--- config.mk ---
export PLATFORM = sky130hd
export DESIGN_NAME = multicycle_ctrl
export DESIGN_NICKNAME = d
export VERILOG_FILES = /design/src/rtl/multicycle_ctrl.sv
export SDC_FILE = /design/constraint.sdc
export NUM_CORES = 1
export LEC_CHECK = 0
export ABC_AREA = 1
export CORE_AREA = 10 10 49 51
export CTS_CLUSTER_DIAMETER = 50
export DETAILED_ROUTE_END_ITERATION = 10
export DIE_AREA = 0 0 59 61
export MAX_ROUTING_LAYER = met4
export PLACE_DENSITY = 0.77
export SYNTH_ARGS = -nofsm -noshare
export SYNTH_HDL_FRONTEND = slang
export SYNTH_SLANG_ARGS = --single-unit
--- constraint.sdc ---
create_clock -name CLK -period 1.4 [get_ports CLK]
set_input_delay 0.28 -clock CLK [delete_from_list [all_inputs] [get_ports CLK]]
set_output_delay 0.28 -clock CLK [all_outputs]
set_load 0.005 [all_outputs]
--- src/rtl/multicycle_ctrl.sv ---
// rtl/multicycle_ctrl.sv - multi-cycle CPU control unit: IF/ID/EXE/MEM/WB sequencer and enable decode
module multicycle_ctrl (
  input  logic       CLK,
  input  logic       Reset,
  input  logic [5:0] op,
  input  logic       zero,
  input  logic       sign,
  output logic [2:0] state,
  output logic       PCWre,
  output logic       IRWre,
  output logic       ALUSrcA,
  output logic       ALUSrcB,
  output logic [2:0] ALUOp,
  output logic       ExtSel,
  output logic       RegWre,
  output logic [1:0] RegDst,
  output logic       WrRegDSrc,
  output logic       mRD,
  output logic       mWR,
  output logic       DBDataSrc,
  output logic [1:0] PCSrc
);

  typedef enum logic [2:0] {
    S_IF     = 3'b000,
    S_ID     = 3'b001,
    S_EXE_LS = 3'b010,
    S_MEM    = 3'b011,
    S_WB_LD  = 3'b100,
    S_EXE_BR = 3'b101,
    S_EXE_AL = 3'b110,
    S_WB_AL  = 3'b111
  } state_t;

  localparam logic [5:0] OP_ADD   = 6'b000000;
  localparam logic [5:0] OP_SUB   = 6'b000001;
  localparam logic [5:0] OP_ADDIU = 6'b000010;
  localparam logic [5:0] OP_ANDI  = 6'b010001;
  localparam logic [5:0] OP_ORI   = 6'b010010;
  localparam logic [5:0] OP_SLT   = 6'b100110;
  localparam logic [5:0] OP_SLL   = 6'b011000;
  localparam logic [5:0] OP_SW    = 6'b110000;
  localparam logic [5:0] OP_LW    = 6'b110001;
  localparam logic [5:0] OP_BEQ   = 6'b110100;
  localparam logic [5:0] OP_BNE   = 6'b110101;
  localparam logic [5:0] OP_BLTZ  = 6'b110110;
  localparam logic [5:0] OP_J     = 6'b111000;
  localparam logic [5:0] OP_JR    = 6'b111001;
  localparam logic [5:0] OP_JAL   = 6'b111010;
  localparam logic [5:0] OP_HALT  = 6'b111111;

  state_t r_state;

  logic w_is_add, w_is_sub, w_is_addiu, w_is_andi, w_is_ori, w_is_slt, w_is_sll;
  logic w_is_sw, w_is_lw, w_is_beq, w_is_bne, w_is_bltz;
  logic w_is_j, w_is_jr, w_is_jal, w_is_halt;
  logic w_is_rtype, w_is_imm, w_is_alu, w_is_branch, w_is_mem, w_is_nop;
  logic w_ends_in_id, w_taken;

  assign w_is_add    = (op == OP_ADD);
  assign w_is_sub    = (op == OP_SUB);
  assign w_is_addiu  = (op == OP_ADDIU);
  assign w_is_andi   = (op == OP_ANDI);
  assign w_is_ori    = (op == OP_ORI);
  assign w_is_slt    = (op == OP_SLT);
  assign w_is_sll    = (op == OP_SLL);
  assign w_is_sw     = (op == OP_SW);
  assign w_is_lw     = (op == OP_LW);
  assign w_is_beq    = (op == OP_BEQ);
  assign w_is_bne    = (op == OP_BNE);
  assign w_is_bltz   = (op == OP_BLTZ);
  assign w_is_j      = (op == OP_J);
  assign w_is_jr     = (op == OP_JR);
  assign w_is_jal    = (op == OP_JAL);
  assign w_is_halt   = (op == OP_HALT);

  assign w_is_rtype  = w_is_add | w_is_sub | w_is_slt | w_is_sll;
  assign w_is_imm    = w_is_addiu | w_is_andi | w_is_ori;
  assign w_is_alu    = w_is_rtype | w_is_imm;
  assign w_is_branch = w_is_beq | w_is_bne | w_is_bltz;
  assign w_is_mem    = w_is_sw | w_is_lw;
  assign w_is_nop    = ~(w_is_alu | w_is_branch | w_is_mem |
                         w_is_j | w_is_jr | w_is_jal | w_is_halt);
  // Jumps and unrecognised opcodes retire straight out of decode.
  assign w_ends_in_id = w_is_j | w_is_jal | w_is_jr | w_is_nop;
  assign w_taken      = (w_is_beq & zero) | (w_is_bne & ~zero) | (w_is_bltz & sign);

  always_ff @(posedge CLK or posedge Reset) begin
    if (Reset) begin
      r_state <= S_IF;
    end else begin
      case (r_state)
        S_IF:     r_state <= S_ID;
        S_ID: begin
          if (w_ends_in_id)     r_state <= S_IF;
          else if (w_is_halt)   r_state <= S_ID;
          else if (w_is_branch) r_state <= S_EXE_BR;
          else if (w_is_mem)    r_state <= S_EXE_LS;
          else                  r_state <= S_EXE_AL;
        end
        S_EXE_AL: r_state <= S_WB_AL;
        S_WB_AL:  r_state <= S_IF;
        S_EXE_BR: r_state <= S_IF;
        S_EXE_LS: r_state <= S_MEM;
        S_MEM:    r_state <= w_is_lw ? S_WB_LD : S_IF;
        S_WB_LD:  r_state <= S_IF;
        default:  r_state <= S_IF;
      endcase
    end
  end

  assign state = r_state;
  assign IRWre = (r_state == S_IF);

  always_comb begin
    PCWre = 1'b0;
    PCSrc = 2'b00;
    case (r_state)
      S_ID: begin
        PCWre = w_ends_in_id;
        if (w_is_j | w_is_jal) PCSrc = 2'b11;
        else if (w_is_jr)      PCSrc = 2'b10;
      end
      S_EXE_BR: begin
        PCWre = 1'b1;
        PCSrc = w_taken ? 2'b01 : 2'b00;
      end
      S_MEM:             PCWre = w_is_sw;
      S_WB_AL, S_WB_LD:  PCWre = 1'b1;
      default:           PCWre = 1'b0;
    endcase
  end

  assign RegWre    = (r_state == S_WB_AL) | (r_state == S_WB_LD) |
                     ((r_state == S_ID) & w_is_jal);
  assign RegDst    = w_is_jal ? 2'b10 : (w_is_rtype ? 2'b01 : 2'b00);
  assign WrRegDSrc = ~w_is_jal;

  assign mRD       = (r_state == S_MEM) & w_is_lw;
  assign mWR       = (r_state == S_MEM) & w_is_sw;
  // DBDR must capture memory data at the end of sMEM and hold it through write-back.
  assign DBDataSrc = w_is_lw & ((r_state == S_MEM) | (r_state == S_WB_LD));

  assign ALUSrcA = w_is_sll;
  assign ALUSrcB = w_is_imm | w_is_mem;
  assign ExtSel  = ~(w_is_andi | w_is_ori);

  always_comb begin
    ALUOp = 3'b000;
    if (w_is_sub | w_is_beq | w_is_bne) ALUOp = 3'b001;
    else if (w_is_andi)                 ALUOp = 3'b010;
    else if (w_is_ori)                  ALUOp = 3'b011;
    else if (w_is_slt)                  ALUOp = 3'b100;
  end

endmodule

==> reports/results.ini, run 1 <==
[logic_synthesis]
synth_edf_count=0
yosys.cell_count.top_type=nand2_1
synth_area_leaders=nand2_1 17%, dfrtp_1 15%, inv_1 13%
async_flop_share=1.00
synth_compound_area_frac=0.138
netlist_area_um2=499
yosysTopAreaCell=nand2_1
syn_nets=102
synthAdderAreaFrac=0
synth_top_area_share=0.173
synth.area.mux_share=0
ys_seq_elements=3
yosysWarnings=0
synth.top_cells.by_count=23 x nand2_1, 17 x inv_1, 14 x nor2_1, 11 x nand3_1, 4 x nor2_2
synth-seq-area-share=0.150
syn_inst=92
synthXorXnorAreaFrac=0
synthFlopType=dfrtp_1
yosysUniqueCellTypes=18
synth-simple-area-share=0.546
synth_top_family_by_area=simple AND/OR/NAND/NOR gates
postSynthAreaPerCell_um2=5.43

[worst_setup_path]
critPathCaptureType=output pin
start_kind=flip-flop
worst-path-max-fanout=5
r2r_end=state[2]$_DFF_PP0_
worst_ep_required_time_ns=1.12
r2r_cells=8
crit_arrival_ns=1.36
r2r_slack_ns=0.12
endpoint=PCWre
startpoint=state[1]$_DFF_PP0_
reg2reg_from=state[2]$_DFF_PP0_
path_class=flip-flop to output pin

[grt]
grt_remaining_overflow=0
first_global_vias=987
track_usage=0.145
antenna_found_initial=0
grt_pass1_wl_um=4150
grt_max_degree=7

[sta]
setup_viol=9
clock.fmax_ghz=0.610
setup_tns_ns=-1.69
setup_ws_ns=-0.239
relSlewSlack=0.842
maxSlewViolCount=0
grt_setup_unrepaired=yes
clock_skew_ns=0.00246
worstMarginPinSlew_ns=0.237
period_minus_slack_ns=1.64
finalHoldViolations=0
fin_crit_sh=1.17

[power_and_ir_drop]
ir_drop_mv=0.471
swShare=0.423
pwr-share-clk=0.133
power.density_nw_per_um2=979
p_seq_frac=0.113
power.internal_uw=715
pwr-share-comb=0.754
p_sw_uw=523
p_leak_uw=0.000695

[layout]
largest_register_ffs=3
drive_above_1_share=0.685
fin_nets=176
fin_cells=181
insertedDiodeCount=0
area_growth_pct=153
fillers=85

[place]
place.gp.congestion=0.885
placedCellCount=163
io_buffers=29
place_hpwl_um=1690

[clocking]
cts_root_buf=clkbuf_4
cts_hold_buf=0
clockBufferDepth=2
cts_made_buffers=3
clock_latency_ns=0.24
h-tree-depth=1
cts_tree=done
cts.sinks=3
clk_pin_slew_ns=0.04

[flow_run]
maxCapViolations=0

[min_path]
worstHoldPathType=input pin to async pin

[routing]
drcViolationCount=0
vias=924
wl_per_cell_um=15.9
routed_wl_um=2880
postRouteAntennaNets=0
first_pass_iters=4
drtIter0Drc=24
viasPerCell=5.10

[die]
die_h_um=61
die_w_um=59
die_area_um2=3600
initial_utilization=0.339
fp-row-count=14
ios=30
core_area_um2=1470

[status]
outcome=complete, but fails checks
violations=negative setup slack

[logic make-up after synthesis]
kind of cell	count (synthesis)
buffers and inverters	21
and+or+nand+nor	58
AOI/OAI and AO/OA	10
DFF	3
[per-stage QoR]
stage / hold slack, ns / area (um2) / worst slack (ns) / utilization / total power, uW
6_report: 0.216 / 1260 / -0.239 / 0.860 / 1240
5_1_grt: 0.248 / 1260 / -0.307 / 0.860 / 1300
4_1_cts: 0.221 / 1180 / -0.231 / 0.799 / 1130
3_5_place_dp: 0.465 / 1000 / -0.954 / 0.683 / 825
3_3_place_gp: 0.456 / 1000 / -0.937 / 0.683 / 806
2_1_floorplan: 0.0336 / 499 / 0.0795 / - / 368
[layout make-up]
| cell class | count | area [um2] | share of cell area |
|---|---|---|---|
| Tap cell | 16 | 20.0 | 0.0158 |
| Sequential cell | 3 | 75.1 | 0.0593 |
| Clock buffer | 4 | 26.3 | 0.0208 |
| Inverter | 20 | 85.1 | 0.0673 |
| Multi-Input combinational cell | 68 | 504 | 0.399 |
| Timing Repair Buffer | 70 | 554 | 0.438 |
[power by group through the flow]
stage	registers, uW	clock network [uW]	logic (uW)
finish	140	165	933
global route	145	169	989
CTS	139	161	826
detailed placement	139	0	686
global placement	135	0	672
floorplan	165	0	203
[cells in the final DEF, fill, tap and decap left out, types with 4 or more instances in the layout]
| cell | count |
|---|---|
| nor2_1 | 5 |
| nand2_2 | 8 |
| nand3_2 | 8 |
| nand2_1 | 14 |
| buf_6 | 11 |
| buf_4 | 36 |
| clkdlybuf4s50_1 | 4 |
| inv_1 | 12 |
| nand3_1 | 4 |
| clkbuf_4 | 4 |
| buf_2 | 13 |
| inv_2 | 5 |
| nor2_4 | 11 |
[worst min-delay path by stage]
stage	start	end
after global routing	Reset	state[2]$_DFF_PP0_
after detailed placement	Reset	state[2]$_DFF_PP0_
after floorplan	Reset	state[0]$_DFF_PP0_
after CTS	Reset	state[2]$_DFF_PP0_
after global placement	Reset	state[0]$_DFF_PP0_
final	Reset	state[2]$_DFF_PP0_
[per-layer routing]
metal  part of all wire  GRT usage  up-vias
met1               0.34      0.123      429
met4              0.025     0.0459        0
li1                   -          -      439
met2               0.57      0.296       46
met5                  0          -        -
met3              0.072     0.0397       10
[critical path, cell delays in order, from the launching register on]
cell and delay [ns]:
dfrtp_1 0.38, buf_4 0.17, nand3_4 0.11, nor2_4 0.04, buf_4 0.13, a21oi_2 0.10, o21ai_2 0.06, buf_2 0.12
[what timing repair did]
action / 4_1_cts / 5_1_grt
setup buffers: 13 / 3
setup endpoints to repair: 23 / 18
resized for setup: 136 / 25
pin swaps: 18 / 10
No activity file was read; power rests on OpenSTA's default activity.
==> run 2: changes to the inputs <==
- CORE_AREA: 10 10 49 51 -> 2 2 41 43
- DIE_AREA: 0 0 59 61 -> 0 0 43 45
==> run 2 against run 1 <==
Effect of this change:
- the flow now stops in global routing
- synthesized cell count unchanged
- area after synthesis stayed put
==> reports/results.ini, run 2 <==
[status]
outcome=did not finish  ; was complete, but fails checks
lastStage=global routing
stop_error=[ERROR DPL-0033] detailed placement checks failed during check placement.

[die]
die_w_um=43  ; was 59 um
initial_utilization=0.339  ; unchanged
ios=30  ; unchanged
fp-row-count=14  ; unchanged
die_h_um=45  ; was 61 um

[logic_synthesis]
postSynthAreaPerCell_um2=5.43  ; unchanged
yosys.cell_count.top_type=nand2_1  ; unchanged
yosysUniqueCellTypes=18  ; unchanged
yosysWarnings=0  ; unchanged
syn_inst=92  ; unchanged
synthFlopType=dfrtp_1  ; unchanged
synth_area_leaders=nand2_1 17%, dfrtp_1 15%, inv_1 13%  ; unchanged
synth_top_area_share=0.173  ; unchanged
async_flop_share=1.00  ; unchanged
synth.top_cells.by_count=23 x nand2_1, 17 x inv_1, 14 x nor2_1, 11 x nand3_1, 4 x nor2_2  ; unchanged
yosysTopAreaCell=nand2_1  ; unchanged
syn_nets=102  ; unchanged
synth_edf_count=0  ; unchanged
netlist_area_um2=499  ; unchanged
ys_seq_elements=3  ; unchanged
synth-seq-area-share=0.150  ; unchanged

[grt]
grt_max_degree=8
antenna_found_initial=0

[clocking]
clockBufferDepth=2  ; unchanged
cts_root_buf=clkbuf_4  ; unchanged
h-tree-depth=1  ; unchanged
cts_made_buffers=3  ; unchanged
cts.sinks=3  ; unchanged

[place]
placedCellCount=164  ; was 163
place.gp.congestion=0.864  ; was 0.885
place_hpwl_um=1460  ; was 1690 um
io_buffers=29  ; unchanged

[sta]
worst-endpoint-pin-kind=primary output
postGrtWorstEndpoint=RegWre

-- run 2: metrics by stage --
| stage | worst slack, ns | instance area, um2 |
|---|---|---|
| after CTS | -0.231 | 1290 |
| after detailed placement | -0.957 | 1010 |
| after global placement | -0.919 | 1010 |
| after floorplan | 0.0795 | 499 |
-- run 2: logic make-up after synthesis --
kind of cell    after synthesis  synth area share
simple gates                 58             0.546
buf+inv                      21             0.165
flops                         3             0.150
compound gates               10             0.138
-- run 2: timing repair --
item,4_1_cts
gates resized for setup,160
hold buffers,0
endpoints found under the setup margin,23
hold endpoints to repair,0
buffers inserted,18
pin swaps,25
==> run 3: changes to the inputs <==
- CORE_AREA: 2 2 41 43 -> 2 2 63 65
- CTS_CLUSTER_DIAMETER: 50 -> default
- DIE_AREA: 0 0 43 45 -> 0 0 65 67
- MAX_ROUTING_LAYER: met4 -> default
- PLACE_DENSITY: 0.77 -> default
- PLACE_DENSITY_LB_ADDON: default -> 0.15
==> run 3 against run 2 <==
Effect of this change:
- the flow now finishes, with violations (negative setup slack)
==> reports/results.ini, run 3 (synthesis gave the netlist of run 1 again) <==
[worst_setup_path]
worst-path-max-fanout=4
slowest_delay_ns=0.40
path_class=flip-flop to output pin
critPathCaptureType=output pin
reg2reg_from=state[2]$_DFF_PP0_
critPathSlowestCell=dfrtp_1
cp.buffers_inverters=3
crit_family=flip-flops
path_cells=nor2_1, inv_1, nor2_2, inv_2, o31ai_2, buf_2
r2r_end=state[2]$_DFF_PP0_
start_kind=flip-flop
r2r_cells=9
crit_arrival_ns=1.31
r2r_slack_ns=0.03
worst_ep_required_time_ns=1.12

[clocking]
cts.sinks=3  ; unchanged
h-tree-depth=1  ; unchanged
clock_latency_ns=0.22
clk_pin_slew_ns=0.03
cts_hold_buf=0  ; unchanged
cts_tree=done
clockBufferDepth=2  ; unchanged
cts_made_buffers=3  ; unchanged
cts_root_buf=clkbuf_8  ; was clkbuf_4

[routing]
wl_met1_um=940
wl_met2_um=1550
routed_wl_um=2650
wl_met3_um=141
drcViolationCount=0
first_pass_iters=4
viasPerCell=4.08
drtIter0Drc=19
vias=962
wl_per_cell_um=11.2
postRouteAntennaNets=0
highest_layer=met4

[grt]
antenna_found_initial=0
first_global_vias=1028
grt_pass1_wl_um=4330
grt_max_degree=7
grt_remaining_overflow=0
track_usage=0.129

[sta]
fin_crit_sh=1.14
period_minus_slack_ns=1.59
maxSlewViolCount=0
relSlewSlack=0.851
finalHoldViolations=0
worstMarginPinSlew_ns=0.223
grt_setup_unrepaired=yes
clock.fmax_ghz=0.629
setup_viol=14
setup_ws_ns=-0.191
clock_skew_ns=0.00235

[die]
die_area_um2=4360
core_area_um2=3610
initial_utilization=0.138  ; was 0.339
die_w_um=65  ; was 43 um
fp-row-count=22  ; was 14
ios=30  ; unchanged
die_h_um=67  ; was 45 um

[power_and_ir_drop]
p_leak_uw=0.000853
power.density_nw_per_um2=863
power.total_uw=1450
ir_drop_mv=0.302

[layout]
drive_above_1_share=0.787
largest_register_ffs=3
insertedDiodeCount=0
fin_nets=199
fillers=370
fin_cells=236
final_common_cell=buf_4
final_cell_mix=41 x buf_4, 30 x buf_6, 13 x nor2_4, 12 x nand2_1, 11 x buf_2
area_growth_pct=236

[min_path]
worstHoldPathType=input pin to async pin

[place]
place.gp.congestion=0.764  ; was 0.864
io_buffers=29  ; unchanged
place_hpwl_um=1620  ; was 1460 um
placedCellCount=199  ; was 164

[status]
outcome=complete, but fails checks  ; was did not finish
violations=negative setup slack

[flow_run]
maxCapViolations=0

-- run 3: area by class of cell --
| class | count | area, um2 | share of cell area |
|---|---|---|---|
| Inverter | 20 | 92.6 | 0.0552 |
| Tap cell | 48 | 60.1 | 0.0358 |
| Timing Repair Buffer | 93 | 818 | 0.488 |
| Multi-Input combinational cell | 68 | 586 | 0.349 |
| Sequential cell | 3 | 75.1 | 0.0448 |
| Clock buffer | 4 | 45.0 | 0.0269 |
-- run 3: layer usage --
metal | vias to the layer above | global-route usage
met4 | 0 | 0.0585
met2 | 29 | 0.259
met1 | 449 | 0.126
met5 | - | 0
li1 | 482 | -
met3 | 2 | 0.0220
-- run 3: power by group --
part | switching [uW] | internal (uW) | total (uW)
combinational | 441 | 602 | 1040
clock | 60.7 | 195 | 255
sequential | 29.8 | 120 | 149
-- run 3: how the worst max path moves through the flow --
stage	from	to	slack [ns]	cells after the start
final	state[2]$_DFF_PP0_	PCSrc[0]	-0.19	6
after global routing	state[2]$_DFF_PP0_	PCWre	-0.30	7
after CTS	state[2]$_DFF_PP0_	PCWre	-0.24	7
after detailed placement	op[0]	PCSrc[0]	-0.99	7
after global placement	op[0]	PCSrc[0]	-0.99	7
after floorplan	state[2]$_DFF_PP0_	PCSrc[0]	0.08	5
-- run 3: timing repair --
item / 4_1_cts / 5_1_grt
pin swaps: 29 / 17
buffers inserted: 31 / 6
gates resized for setup: 183 / 32
setup endpoints to repair: 23 / 16
-- run 3: worst reg2reg max path, delay by kind of cell (launching register included) --
family	cells	cell delay (ns)
AOI/OAI and AO/OA	1	0.05
buffers and inverters	5	0.49
DFF	1	0.40
and+or+nand+nor	3	0.37
-- run 3: through the flow --
step | setup slack, ns | hold slack [ns] | utilization | setup TNS (ns) | area [um2]
6_report | -0.191 | 0.233 | 0.465 | -1.38 | 1680
3_3_place_gp | -0.990 | 0.460 | 0.298 | -14.84 | 1070
5_1_grt | -0.300 | 0.253 | 0.465 | -2.38 | 1680
4_1_cts | -0.242 | 0.235 | 0.430 | -1.55 | 1550
2_1_floorplan | 0.0795 | 0.0336 | - | 0 | 499
3_5_place_dp | -0.990 | 0.460 | 0.298 | -14.88 | 1070
